`src/rtl/bcd_disp_pkg.sv`:
```
// Purpose : shared types and constants for the 3-digit BCD scanned display.
// Latency : n/a (package only).
// Backpr. : n/a (package only).
//
// Contents: scan-state enumeration, active-low {g,f,e,d,c,b,a} segment
// patterns for digits 0-9, DASH and BLANK, and the digit count.
package bcd_disp_pkg;

    localparam int NUM_DIGITS = 3;

    // One display slot per digit, each followed by an all-off gap so the
    // segment lines settle before the next anode turns on.
    typedef enum logic [2:0] {
        D0   = 3'd0,
        GAP0 = 3'd1,
        D1   = 3'd2,
        GAP1 = 3'd3,
        D2   = 3'd4,
        GAP2 = 3'd5
    } scan_state_t;

    localparam logic [6:0] SEG_0     = 7'b1000000;
    localparam logic [6:0] SEG_1     = 7'b1111001;
    localparam logic [6:0] SEG_2     = 7'b0100100;
    localparam logic [6:0] SEG_3     = 7'b0110000;
    localparam logic [6:0] SEG_4     = 7'b0011001;
    localparam logic [6:0] SEG_5     = 7'b0010010;
    localparam logic [6:0] SEG_6     = 7'b0000010;
    localparam logic [6:0] SEG_7     = 7'b1111000;
    localparam logic [6:0] SEG_8     = 7'b0000000;
    localparam logic [6:0] SEG_9     = 7'b0010000;
    localparam logic [6:0] SEG_DASH  = 7'b0111111;
    localparam logic [6:0] SEG_BLANK = 7'b1111111;

endpackage

```
`src/rtl/seg7_decode.sv`:
```
// Purpose : nibble to active-low 7-segment pattern; 10-15 show a dash.
// Latency : combinational, zero cycles.
// Backpr. : none.
//
// Ports: nib [3:0] digit value, blank forces all segments off,
//        seg [6:0] {g,f,e,d,c,b,a} active-low.
module seg7_decode
    import bcd_disp_pkg::*;
(
    input  logic [3:0] nib,
    input  logic       blank,
    output logic [6:0] seg
);

    always_comb begin
        seg = SEG_DASH;
        if (blank) begin
            seg = SEG_BLANK;
        end else begin
            case (nib)
                4'd0:    seg = SEG_0;
                4'd1:    seg = SEG_1;
                4'd2:    seg = SEG_2;
                4'd3:    seg = SEG_3;
                4'd4:    seg = SEG_4;
                4'd5:    seg = SEG_5;
                4'd6:    seg = SEG_6;
                4'd7:    seg = SEG_7;
                4'd8:    seg = SEG_8;
                4'd9:    seg = SEG_9;
                default: seg = SEG_DASH;
            endcase
        end
    end

endmodule

```
`src/rtl/bcd_disp_mux.sv`:
```
// Purpose : time-multiplexed driver for a 3-digit BCD seven-segment display.
// Latency : outputs combinational from scan state; a load becomes visible at the next D0 (<= 6*REFRESH_DIV+1 cycles).
// Backpr. : none; load is a strobe into a pending register, newest value wins.
//
// Ports: clk, rst_n (async active-low); bcd_in[11:8|7:4|3:0] = hundreds|tens|units,
//        load strobe; an[3:0] active-low anodes (an[3] unused, held 1);
//        seg[6:0] {g,f,e,d,c,b,a} active-low; dp held 1; err = invalid nibble shown.
// Build option: define BCD_DISP_LZB_EN to blank leading zeros (units never blanked).
module bcd_disp_mux
    import bcd_disp_pkg::*;
#(
    parameter int REFRESH_DIV = 100000
) (
    input  logic        clk,
    input  logic        rst_n,
    input  logic [11:0] bcd_in,
    input  logic        load,
    output logic [3:0]  an,
    output logic [6:0]  seg,
    output logic        dp,
    output logic        err
);

    localparam logic [19:0] CNT_MAX = 20'(REFRESH_DIV - 1);

    logic [19:0]               cnt;
    logic                      tick;
    scan_state_t               state;
    logic [NUM_DIGITS*4-1:0]   pend;
    logic [NUM_DIGITS*4-1:0]   disp;

    logic [3:0]                hund;
    logic [3:0]                tens;
    logic [3:0]                units;
    logic                      blank_hund;
    logic                      blank_tens;

    logic [3:0]                mux_nib;
    logic                      mux_blank;

    // Scan prescaler
    assign tick = (cnt == CNT_MAX);

    always_ff @(posedge clk or negedge rst_n) begin
        if (!rst_n) begin
            cnt <= '0;
        end else if (tick) begin
            cnt <= '0;
        end else begin
            cnt <= cnt + 20'd1;
        end
    end

    // Scan FSM plus pending/display registers. The display register only
    // changes on the GAP2->D0 step so a frame never mixes old and new digits.
    always_ff @(posedge clk or negedge rst_n) begin
        if (!rst_n) begin
            state <= GAP2;
            pend  <= '0;
            disp  <= '0;
        end else begin
            if (load) begin
                pend <= bcd_in;
            end
            if (tick) begin
                case (state)
                    D0:   state <= GAP0;
                    GAP0: state <= D1;
                    D1:   state <= GAP1;
                    GAP1: state <= D2;
                    D2:   state <= GAP2;
                    GAP2: begin
                        state <= D0;
                        disp  <= pend;
                    end
                    default: state <= GAP2;
                endcase
            end
        end
    end

    assign hund  = disp[11:8];
    assign tens  = disp[7:4];
    assign units = disp[3:0];

    // Only zero nibbles are ever blanked, so an invalid digit keeps its dash.
`ifdef BCD_DISP_LZB_EN
    assign blank_hund = (hund == 4'd0);
    assign blank_tens = (hund == 4'd0) && (tens == 4'd0);
`else
    assign blank_hund = 1'b0;
    assign blank_tens = 1'b0;
`endif

    // Digit select: gaps drive everything off through the decoder's blank.
    always_comb begin
        an        = 4'b1111;
        mux_nib   = units;
        mux_blank = 1'b1;
        case (state)
            D0: begin
                an        = 4'b1110;
                mux_nib   = units;
                mux_blank = 1'b0;
            end
            D1: begin
                an        = 4'b1101;
                mux_nib   = tens;
                mux_blank = blank_tens;
            end
            D2: begin
                an        = 4'b1011;
                mux_nib   = hund;
                mux_blank = blank_hund;
            end
            default: begin
                an        = 4'b1111;
                mux_nib   = units;
                mux_blank = 1'b1;
            end
        endcase
    end

    seg7_decode u_seg7 (
        .nib   (mux_nib),
        .blank (mux_blank),
        .seg   (seg)
    );

    assign dp  = 1'b1;
    assign err = (hund > 4'd9) || (tens > 4'd9) || (units > 4'd9);

endmodule

```
`config.mk`:
```
export PLATFORM = sky130hd
export DESIGN_NAME = bcd_disp_mux
export DESIGN_NICKNAME = d
export VERILOG_FILES = /design/src/rtl/bcd_disp_pkg.sv /design/src/rtl/seg7_decode.sv /design/src/rtl/bcd_disp_mux.sv
export SDC_FILE = /design/constraint.sdc
export NUM_CORES = 1
export LEC_CHECK = 0
export ABC_CLOCK_PERIOD_IN_PS = 2180
export BUFFER_PORTS_ARGS = -buffer_cell sky130_fd_sc_hd__buf_2
export CAP_MARGIN = 20
export CELL_PAD_IN_SITES_DETAIL_PLACEMENT = 0
export CELL_PAD_IN_SITES_GLOBAL_PLACEMENT = 2
export CORE_UTILIZATION = 32
export CTS_CLUSTER_DIAMETER = 200
export CTS_CLUSTER_SIZE = 8
export DETAILED_ROUTE_END_ITERATION = 7
export GPL_ROUTABILITY_DRIVEN = 0
export HOLD_SLACK_MARGIN = 0.08
export PLACE_DENSITY_LB_ADDON = 0.12
export SLEW_MARGIN = 20
export SYNTH_ARGS = -nofsm -noshare
export SYNTH_HDL_FRONTEND = slang
export SYNTH_HIERARCHICAL = 1
export SYNTH_SLANG_ARGS = --single-unit
```
`constraint.sdc`:
```
create_clock -name clk -period 2.18 [get_ports clk]
set_input_delay 0 -clock clk [delete_from_list [all_inputs] [get_ports clk]]
set_output_delay 0 -clock clk [all_outputs]
set_load 0.005 [all_outputs]
```
# Word-level counts from Yosys, hierarchy flattened
# Memory sizes are Yosys's and may differ from the RTL's.
# Cells that the tools add are included.
totals:
  mem_count: 1
  rom_bits: 112
  wordCells: 25
  latchBits: 0
  reg_bits: 47
  ramBits: 0
mem_list:
  columns: ["name", "depth", "width", "rd", "rd_clocked_by_memory_dff", "wr", "line_no", "text"]
  rows:
  - ["(name not given)", 16, 7, 1, 0, 0, "seg7_decode.sv:20", "case (nib)"]
classes:
  div: 0
  addsub: 1
  shift: 0
  eq_ne: 6
  reduce_logical: 5
  n_bitwise: 0
  mul: 0
  mux: 5
  n_lt_le_gt_ge: 3
ops:
  columns: ["cell", "count"]
  rows:
  - ["$add 20x1->20 const B", 1]
  - ["$eq 20x17->1 const B", 1]
  - ["$mux 20", 1]
  - ["$pmux 3 s5", 1]
  - ["$gt 4x4->1 const B", 3]
  - ["$pmux 3 s3", 1]
  - ["$pmux 4 s2", 1]
  - ["$mux 7", 1]
  - ["$eq 3x2->1 const B", 2]
  - ["$eq 3x3->1 const B", 2]
  - ["$eq 3x1->1 const B", 1]
  - ["$logic_not 3->1", 1]
  - ["$reduce_or 3->1", 1]
  - ["$logic_or 1x1->1", 2]
  - ["$reduce_and 2->1", 1]

# Longest topological paths before layout
# Gate-level depths: netlist of the first run.
# An unclocked memory read counts as a cell.
logic_depth:
  depth_word: 4
  depth_mapped: 9

# Modules after synthesis
# The synthesis of the first run kept the hierarchy.
by_module_without_submodules:
  columns: ["module", "seq_area_each_um2", "cells_each", "area_each_um2", "instances"]
  rows:
  - ["bcd_disp_mux", 1178.6, 179, 2123.3, 1]
  - ["seg7_decode", 0.0, 35, 235.2, 1]

# Least setup slack after synthesis of the first run
# OpenSTA, ideal clock, no wires.
synth_timing:
  path_kind: "reg-to-output"
  start: "reg with a tool-made name"
  end: "out seg[3]"
  path_stages_with_launch: 9
  n_path_buf: 0
  required_ps: 2180
  setup_slack_ps: 136
  arrival_time_ps: 2044
  path_cell_list: "dfstp_2 > nor3b_1 > a21oi_1 > nand2_1 > nand2_1 > ha_1 > or2_0 > a211oi_2 > nor2_1"
synth_rtl:
  columns: ["element", "line_no", "text"]
  rows:
  - ["end: declaration", "bcd_disp_mux.sv:19", "output logic [6:0] seg,"]

==> metrics.md, run 1 <==
| Metric | Value |
|---|---|
| # setup viols final | 3 |
| Worst-path clk slew | 0.09 ns |
| Setup CP Type | flip-flop to primary output |
| Root buf cell | clkbuf_8 |
| Final Cycle Share | 102% |
| Vias in the first global route | 1736 |
| DR iter-0 viols | 114 |
| Antenna Nets Post-Route | 0 |
| Post-Route WL | 4930 um |
| Die Ht | 87.9 um |
| Crit Reg-Reg Endpoint | disp[1]$_DFFE_PN0P_ |
| Largest net degree at the start of global routing | 25 |
| Fmax | 0.449 GHz |
| P per Cell Area | 570 nW/um^2 |
| Main synth FF type | dfrtp_1 |
| CTS Buf Count | 5 |
| Total Routing Usage GR | 14.2% |
| Non-filler cells, final | 370 |
| Post-synth EDFFs | 0 |
| Static Leak | 1.39 nW |
| Clock buffer depth | 2 |
| Synth Cell Area | 2360 um^2 |
| Ys Warns | 6 |
| Crit path to | seg[0] |
| Slew @ Worst Pin | 0.672 ns |
| Clock sinks | 47 |
| Final setup TNS | -0.133 ns |
| Flop2flop setup slack | 0.27 ns |
| Initial Util | 34.0% |
| Register area share after synthesis | 50.0% |
| Io pins | 28 |
| Most common cell after layout, fill and taps aside | dfrtp_1 |
| Placed Cells | 343 |
| CP arrival | 2.23 ns |
| Fillers | 673 |
| ANT cells | 0 |
| Status | finished, violations left |
| Die area | 7720 um^2 |
| Layout cells sized above 1 | 36.5% |
| Global-route wire length before repair | 8340 um |
| Clock latency on the worst-skew pair | 0.30 ns |
| Rows | 30 |
| Worst setup margin | -0.0465 ns |
| Via count | 1743 |
| Max-capacitance violation count | 0 |
| Pins over their slew limit | 0 |
| Library cells used by synthesis | 43 |
| Post-DP HPWL | 3510 um |
| Failing checks | setup timing |
| Final nets | 294 |
| CP Max Fanout | 3 |
| Final hold viol count | 0 |
| Mapped Avg Cell Area | 11.0 um^2 |
| Die width | 87.9 um |
| Synthesis-stage register bit count | 47 |
| Post-layout min period | 2.23 ns |
| Nature of the critical path endpoint | primary output |
| Via density | 4.71 |
| Area growth syn-to-layout | 29.7% |
| Area of the core | 6940 um^2 |
| Grt total ovfl | 0 |
| Rel. slew slack | 54.8% |
| Worst Path Required | 2.18 ns |
| Cells after Synth | 214 |
| Startpoint Class | flip-flop |
| Antenna violations before repair | 0 |
| R2r worst-path depth | 6 |
| Clock Skew | 0.00561 ns |
| RSZ-0062 raised after global routing | yes |
| CTS HTree Levels | 2 |
| Async S/R FF share, synth | 100% |
| Worst vdd ir | 0.000299 V |
| Hold WC Path Type | primary input to async pin |
| Most frequent cells in the layout | dfrtp_1 (45), mux2_2 (25), buf_2 (25) |
| I/O Buffers | 25 |
| R2R Path Start | cnt[0]$_DFF_PN0_ |
| Wire per inst | 13.3 um |
| CTS tree | built |
| # DRC | 0 |
| DRT Pass-1 Iters | 4 |
-- critical path, cell delays in order, from the launching register on --
cell      delay (ns)
dfstp_2         0.56
nor3b_4         0.23
buf_6           0.13
a32oi_1         0.04
nand2_1         0.11
inv_2           0.07
ha_4            0.15
or2_1           0.21
a211oi_2        0.25
nor2_1          0.06
buf_2           0.13
-- cell usage after synthesis, drive strengths merged (4+ instances only) --
cell | instances | share of area, %
dfrtp | 45 | 48
nand4 | 5 | 1.3
o21ai | 8 | 1.7
and3 | 4 | 1.1
nor3 | 5 | 1.3
a32oi | 4 | 1.5
ha | 6 | 3.2
a21oi | 6 | 1.3
xor2 | 4 | 1.5
nand2 | 16 | 2.5
buf | 7 | 1.9
xnor2 | 13 | 4.8
mux2 | 25 | 12
inv | 6 | 0.95
nand3 | 10 | 2.5
nor2 | 18 | 2.9
-- registers in the layout (all words and copies together) (netlist names), named ones only --
name and cells:
state 2, cnt 20, pend 12, disp 12
-- cell families after synthesis --
kind of cell | count (synthesis) | synth area share, %
other | 1 | 0.159
buffers and inverters | 14 | 2.97
muxes | 26 | 12.4
and+or+nand+nor | 78 | 18.1
xor gates and xnor gates | 17 | 6.31
DFF | 47 | 50.0
AOI/OAI and AO/OA | 25 | 6.90
adders and majority gates | 6 | 3.18
-- how the worst min path moves through the flow --
stage                      from                  end  slack (ns)  cells past startpoint
after floorplan           rst_n     cnt[0]$_DFF_PN0_       -0.30                      0
after global placement    rst_n  disp[6]$_DFFE_PN0P_       -0.11                      1
after detailed placement  rst_n  disp[6]$_DFFE_PN0P_       -0.11                      1
after CTS                 rst_n  disp[6]$_DFFE_PN0P_        0.09                      2
after global routing      rst_n  disp[6]$_DFFE_PN0P_        0.12                      2
final                     rst_n  disp[6]$_DFFE_PN0P_        0.09                      2
-- layout make-up --
cell class | count | area [um^2] | area share, %
clock inverter | 3 | 67.6 | 2.21
multi-input combinational | 154 | 1170 | 38.2
tap | 96 | 120 | 3.93
sequential | 47 | 1180 | 38.5
inverter | 6 | 25.0 | 0.818
timing repair buffer | 59 | 429 | 14.0
clock buffer | 5 | 68.8 | 2.25
-- metal layers --
metal	GRT usage [%]	up-vias	part of all wire [%]
met5	0	-	0
met4	4.62	0	1.1
met3	3.11	6	2.7
met2	24.9	20	49
met1	17.3	848	47
li1	-	869	-
-- per-stage QoR --
stage               utilization (%)  worst slack [ns]  hold WS, ns  cell area (um^2)  power [mW]
floorplan                         -             0.136       -0.296              2360       0.947
global placement               38.7             0.164       -0.114              2690       0.983
detailed placement             38.7             0.153       -0.113              2690       0.986
CTS                            43.4           -0.0324       0.0886              3020        1.78
global route                   44.1            -0.197        0.117              3060        1.82
finish                         44.1           -0.0465       0.0898              3060        1.74
-- power by group --
group / total (mW) / switching (mW) / internal (mW) / leakage, nW
Sequential: 0.904 / 0.0108 / 0.893 / 0.608
Clock: 0.761 / 0.304 / 0.457 / 0.0644
Combinational: 0.0782 / 0.0324 / 0.0458 / 0.722
-- what timing repair did --
| item | CTS | global route |
|---|---|---|
| resized for setup | 12 | 6 |
| pin swaps | 7 | 6 |
| setup buffers | 3 | 3 |
| endpoints found under the setup margin | 6 | 7 |
| hold endpoints to repair | 57 | 0 |
| hold buffers | 13 | 0 |
Note: power is estimated with default switching activity, not from simulation.
==> inputs of run 2 (changes only) <==
Settings changed: SETUP_SLACK_MARGIN set to 0.3.
==> run 2 against run 1 <==
Compared with the run above:
- the run still ends with setup timing left
- die area stayed put
- hold slack better by 0.079 ns
- combinational power is 0.6% higher
- routed wire length is 3.0% higher
- worst setup slack better by 0.029 ns
- global-route usage is 0.12 points higher
- clock power is 29% lower
- register-to-register slack better by 0.04 ns
- clock skew is 0.0056 ns higher
- largest cell class is now multi-input gates
- total power is 13% lower
- count of clock-buffer cells in the layout stayed put
- sequential cell count stayed put
==> metrics.md, run 2 (same netlist as run 1, synthesis figures left out) <==
| Metric | Value |
|---|---|
| Startpoint Class | flip-flop |
| Global-route wire length before repair | 8550 um (+2.5%) |
| Pwr Total | 1.52 mW (-13%) |
| Worst Path Required | 2.18 ns (about the same) |
| Final hold viol count | 0 (unchanged) |
| Max-capacitance violation count | 0 (unchanged) |
| I/O Buffers | 25 (unchanged) |
| Final Cycle Share | 101% (-1.3 points) |
| Rows | 30 (unchanged) |
| RSZ-0062 raised after global routing | yes |
| Static Leak | 1.42 nW (+1.8%) |
| Nature of the critical path endpoint | primary output |
| Pins over their slew limit | 0 (unchanged) |
| CP delay by family, top | simple AND/OR/NAND/NOR gates |
| CTS HTree Levels | 2 (unchanged) |
| Total Routing Usage GR | 14.4% (+0.12 points) |
| Setup CP Type | flip-flop to primary output |
| Worst vdd ir | 0.000341 V (+14%) |
| Final nets | 295 (+0.34%) |
| Antenna violations before repair | 0 (unchanged) |
| Largest register by flop count | cnt |
| Area growth syn-to-layout | 35.3% |
| Post-layout min period | 2.20 ns (-0.0293 ns) |
| Slew @ Worst Pin | 0.631 ns (-0.0411 ns) |
| # DRC | 0 (unchanged) |
| Registers with the most flip-flops | cnt (20), disp (12), pend (12) |
| Most common cell after layout, fill and taps aside | dfrtp_1 |
| Clock sinks | 47 (unchanged) |
| Vias in the first global route | 1837 (+5.8%) |
| Placed Cells | 338 (-1.5%) |
| Worst-path clk slew | 0.10 ns (about the same) |
| Fmax | 0.455 GHz (+1.3%) |
| Buf/Inv on CP | 2 (-1) |
| Post-Route WL | 5070 um (+3.0%) |
| Clock buffer depth | 2 (unchanged) |
| CTS Buf Count | 5 (unchanged) |
| Initial Util | 34.0% (unchanged) |
| Hold WC Path Type | primary input to flip-flop |
| DR iter-0 viols | 52 (-54%) |
| DRT Pass-1 Iters | 4 (unchanged) |
| Final setup TNS | -0.0217 ns (+0.112 ns) |
| Worst setup margin | -0.0172 ns (+0.0293 ns) |
| Failing checks | setup timing |
| Max reg flops | 20 (unchanged) |
| Status | finished, violations left |
| Most frequent cells in the layout | dfrtp_1 (45), buf_2 (25), buf_4 (16) |
| Antenna Nets Post-Route | 0 (unchanged) |
| CP Max Fanout | 4 (+1) |
| CP peak stage delay | 0.57 ns (about the same) |
| ANT cells | 0 (unchanged) |
| Dpl ws | 0.110 ns (-0.0432 ns) |
| Hold Slack | 0.169 ns (+0.0788 ns) |
| Via count | 1732 (-0.63%) |
| Slowest-stage cell, CP | dfstp_2 |
| Io pins | 28 (unchanged) |
| Clock Skew | 0.0112 ns (+0.00555 ns) |
| Cell Chain, Critical Path | nor3b_4 -> a32oi_1 -> nand2_2 -> inv_2 -> ha_1 -> nor4b_1 -> nor2_1 -> buf_2 |
| CP arrival | 2.20 ns (-0.03 ns) |
| Wire per inst | 13.7 um (+2.7%) |
| Clock latency on the worst-skew pair | 0.30 ns (about the same) |
| Layout cells sized above 1 | 41.1% (+4.6 points) |
| P per Cell Area | 478 nW/um^2 (-16%) |
| Area of the core | 6940 um^2 (unchanged) |
| Rel. slew slack | 58.0% (+3.2 points) |
| Via density | 4.67 (-0.90%) |
| Non-filler cells, final | 371 (+0.27%) |
| Grt total ovfl | 0 (unchanged) |
| Root buf cell | clkbuf_8 |
| Die area | 7720 um^2 (unchanged) |
| Post-DP HPWL | 3480 um (-0.91%) |
| # setup viols final | 2 (-1) |
| Largest net degree at the start of global routing | 30 (+20%) |
| Die Ht | 87.9 um (unchanged) |
| CTS tree | built |
| Die width | 87.9 um (unchanged) |
run 2: cell types whose count changed in the layout (fill, tap and decap cells not counted), moves of 3 or more:
| cell | change |
|---|---|
| mux2_4 | +11 |
| ha_1 | -3 |
| buf_6 | +5 |
| buf_4 | -3 |
| nand2_4 | +3 |
| mux2_2 | -11 |
run 2: final timing paths:
kind / start / end / slack [ns] / cells past startpoint
max: flip-flop / seg[0] / -0.02 / 8
min reg2reg: cnt[19]$_DFF_PN0_ / cnt[19]$_DFF_PN0_ / 0.48 / 1
max reg2reg: cnt[1]$_DFF_PN0_ / disp[0]$_DFFE_PN0P_ / 0.31 / 6
max in group asynchronous: rst_n / async pin / 1.26 / 3
min in group asynchronous: rst_n / disp[5]$_DFFE_PN0P_ / 0.24 / 2
min: load / pend[11]$_DFFE_PN0P_ / 0.17 / 2
run 2: final cells by class:
class	instances	area, um^2
Clock buffer	5	68.8
Clock inverter	3	22.5
Fill cell	678	3750
Inverter	6	22.5
Multi-Input combinational cell	154	1340
Sequential cell	47	1180
Tap cell	96	120
Timing Repair Buffer	60	443
run 2: power by group:
group	switching, mW	internal, mW
sequential	0.0118	0.893
clock	0.308	0.232
combinational	0.0323	0.0464
run 2: what timing repair did:
action,4_1_cts,5_1_grt
hold buffers,13,0
gates resized for setup,28,27
setup buffers,8,3
hold endpoints to repair,39,0
endpoints found under the setup margin,20,32
gates cloned,1,0
pin swaps,13,11
run 2: metrics by stage:
stage / utilization, % / instance area (um^2)
2_1_floorplan: - / 2380
5_1_grt: 45.9 / 3190
6_report: 45.9 / 3190
3_5_place_dp: 38.2 / 2650
3_3_place_gp: 38.2 / 2650
4_1_cts: 43.9 / 3050
run 2: per-layer routing:
layer	track usage (%)	up-vias	part of all wire [%]
met1	16.7	834	46
met2	26.5	24	50
met5	0	-	0
li1	-	868	-
met4	4.32	0	1.2
met3	2.73	6	2.6
==> inputs of run 3 (changes only) <==
Settings changed: CELL_PAD_IN_SITES_DETAIL_PLACEMENT 0 to 1.
==> run 3 against run 2 <==
Compared with the run above:
- the run still ends with setup timing left
- register-to-register slack improved by 0.08 ns
- design area fell by 0.55%
- routed wire length rose by 9.1%
- utilization fell by 0.25 points
- sequential cell count did not move
- clock power rose by 5.0%
- non-clock buffer count rose by 1
- total power rose by 1.8%
- sequential share of layout area rose by 0.32 points
- sequential power barely moved
==> metrics.md, run 3 (same netlist as run 1, synthesis figures left out) <==
| Metric | Value |
|---|---|
| CP peak stage delay | 0.57 ns (about the same) |
| Total Routing Usage GR | 15.3% (+0.91 points) |
| Registers with the most flip-flops | cnt (20), disp (12), pend (12) |
| Worst vdd ir | 0.000287 V (-16%) |
| DR iter-0 viols | 47 (-9.6%) |
| Root buf cell | clkbuf_8 |
| Die width | 87.9 um (unchanged) |
| Fillers | 773 (+14%) |
| Startpoint Class | flip-flop |
| Clock buffer depth | 2 (unchanged) |
| Final Cycle Share | 104% (+3.5 points) |
| Via density | 4.80 (+2.9%) |
| P_int | 1.18 mW (+0.45%) |
| Pwr Total | 1.55 mW (+1.8%) |
| R2R Path Start | cnt[12]$_DFF_PN0_ |
| Grt total ovfl | 0 (unchanged) |
| Clock Skew | 0.00802 ns (-0.00315 ns) |
| # setup viols final | 2 (unchanged) |
| Most frequent cells in the layout | dfrtp_1 (42), mux2_2 (25), buf_2 (25) |
| Die area | 7720 um^2 (unchanged) |
| Switching share of power | 24.1% (+1.0 points) |
| Largest net degree at the start of global routing | 30 (unchanged) |
| Switching pwr | 0.374 mW (+6.2%) |
| Largest register by flop count | cnt |
| Most common cell after layout, fill and taps aside | dfrtp_1 |
| Crit Reg-Reg Endpoint | disp[1]$_DFFE_PN0P_ |
| Slowest-stage cell, CP | dfstp_2 |
| Slew @ Worst Pin | 0.638 ns (+0.00763 ns) |
| Status | finished, violations left |
| Post-DP HPWL | 3670 um (+5.4%) |
| Logic gate share of total power | 5.1% (about the same) |
| Pins over their slew limit | 0 (unchanged) |
| Area growth syn-to-layout | 34.5% |
| Footprint of the multi-input gates | 1310 um^2 (-2.2%) |
| Placed Cells | 338 (unchanged) |
| Initial Util | 34.0% (unchanged) |
| Io pins | 28 (unchanged) |
| # DRC | 0 (unchanged) |
| RSZ-0062 raised after global routing | yes |
| Rel. slew slack | 57.5% (-0.51 points) |
| Flop2flop setup slack | 0.39 ns (+0.08 ns) |
| Via count | 1787 (+3.2%) |
| Rows | 30 (unchanged) |
| CP arrival | 2.27 ns (+0.07 ns) |
| Fmax | 0.440 GHz (-3.3%) |
| Vias in the first global route | 1885 (+2.6%) |
| Failing checks | setup timing |
| ANT cells | 0 (unchanged) |
| Worst Path Required | 2.18 ns (about the same) |
| Final nets | 296 (+0.34%) |
| Max-capacitance violation count | 0 (unchanged) |
| CP Max Fanout | 4 (unchanged) |
| Layout cells sized above 1 | 43.1% (+2.0 points) |
| Worst-path clk slew | 0.10 ns (about the same) |
| Worst setup margin | -0.0930 ns (-0.0758 ns) |
| DRT Pass-1 Iters | 4 (unchanged) |
| CP delay by family, top | simple AND/OR/NAND/NOR gates |
| Clock sinks | 47 (unchanged) |
| Die Ht | 87.9 um (unchanged) |
| Hold WC Path Type | primary input to flip-flop |
| P per Cell Area | 489 nW/um^2 (+2.3%) |
| CTS HTree Levels | 2 (unchanged) |
| Max reg flops | 20 (unchanged) |
| Wire per inst | 14.9 um (+8.8%) |
| Post-layout min period | 2.27 ns (+0.0758 ns) |
| I/O Buffers | 25 (unchanged) |
| Area of the core | 6940 um^2 (unchanged) |
| Static Leak | 1.40 nW (-1.2%) |
| Antenna Nets Post-Route | 0 (unchanged) |
| Buf/Inv on CP | 1 (-1) |
| Seq pwr share | 58.3% (-1.1 points) |
| Clock latency on the worst-skew pair | 0.30 ns (about the same) |
| Crit path to | seg[3] |
| Instance count on the critical path | 9 (+1) |
| Setup CP Type | flip-flop to primary output |
| Post-Route WL | 5530 um (+9.1%) |
| Flip-flop and latch area | 1180 um^2 (+0.32%) |
| Cell Chain, Critical Path | nor3b_4 -> a21oi_2 -> nand2_1 -> nand2_2 -> ha_2 -> or2_0 -> a211oi_2 -> nor2_1 -> buf_2 |
| Power share of the clock group | 36.6% (+1.1 points) |
| Antenna violations before repair | 0 (unchanged) |
| CTS tree | built |
| R2r worst-path depth | 5 (-1) |
| Global-route wire length before repair | 9060 um (+6.0%) |
| Final hold viol count | 0 (unchanged) |
| Non-filler cells, final | 372 (+0.27%) |
| CTS Buf Count | 5 (unchanged) |
| Nature of the critical path endpoint | primary output |
run 3: changes by cell type in the layout (fill, tap and decap cells not counted), moves of 2 or more:
cell and delta:
buf_4 +2, dfrtp_1 -3, dfrtp_2 +3, mux2_2 +11
mux2_4 -11, nand3_2 +2, nor4b_4 +2
run 3: how the worst min path moves through the flow:
| stage | cells past startpoint | slack (ns) | end | from |
|---|---|---|---|---|
| finish | 2 | 0.17 | pend[9]$_DFFE_PN0P_ | load |
| global route | 2 | 0.16 | pend[0]$_DFFE_PN0P_ | load |
| CTS | 2 | 0.16 | pend[6]$_DFFE_PN0P_ | load |
| detailed placement | 1 | 0.06 | disp[5]$_DFFE_PN0P_ | rst_n |
| global placement | 1 | 0.06 | pend[5]$_DFFE_PN0P_ | rst_n |
| floorplan | 0 | -0.30 | cnt[0]$_DFF_PN0_ | rst_n |
run 3: layer usage:
metal | track usage [%] | vias to the layer above | part of all wire (%)
met4 | 5.66 | 0 | 1.9
met1 | 18.7 | 877 | 45
met5 | 0 | - | 0
met3 | 2.92 | 9 | 2.0
met2 | 26.6 | 24 | 51
li1 | - | 877 | -
run 3: final cells by class:
class                           count  area share, %
Inverter                            6          0.710
Clock inverter                      3          0.868
Timing Repair Buffer               61           14.1
Sequential cell                    47           37.3
Tap cell                           96           3.79
Clock buffer                        5           2.17
Multi-Input combinational cell    154           41.1
run 3: per-stage QoR:
stage | setup TNS (ns) | hold slack [ns] | utilization (%) | setup WS [ns] | area [um^2]
final | -0.174 | 0.170 | 45.7 | -0.0930 | 3170
after global routing | -0.688 | 0.165 | 45.7 | -0.264 | 3170
after CTS | -0.0747 | 0.161 | 43.4 | -0.0394 | 3020
after detailed placement | 0 | 0.0563 | 38.2 | 0.0541 | 2650
after global placement | 0 | 0.0638 | 38.2 | 0.142 | 2650
after floorplan | 0 | -0.296 | - | 0.305 | 2380
run 3: what timing repair did:
item,CTS,global route
pin swaps,11,7
cloned,0,1
hold buffers,13,0
endpoints found under the setup margin,20,29
buffers inserted,9,3
gates resized for setup,20,27
hold endpoints to repair,39,0
run 3: worst reg2reg max path, stage by stage, from the launching register on:
cell,delay (ns)
dfrtp_2,0.48
nor4b_4,0.32
nand3_2,0.14
nor3_4,0.25
buf_6,0.17
mux2_2,0.34
run 3: power groups by stage:
stage	Combinational, mW	Clock, mW	Sequential, mW
floorplan	0.0295	0	0.917
global placement	0.0616	0	0.922
detailed placement	0.0629	0	0.922
CTS	0.0806	0.593	0.905
global route	0.0903	0.622	0.908
finish	0.0794	0.568	0.904
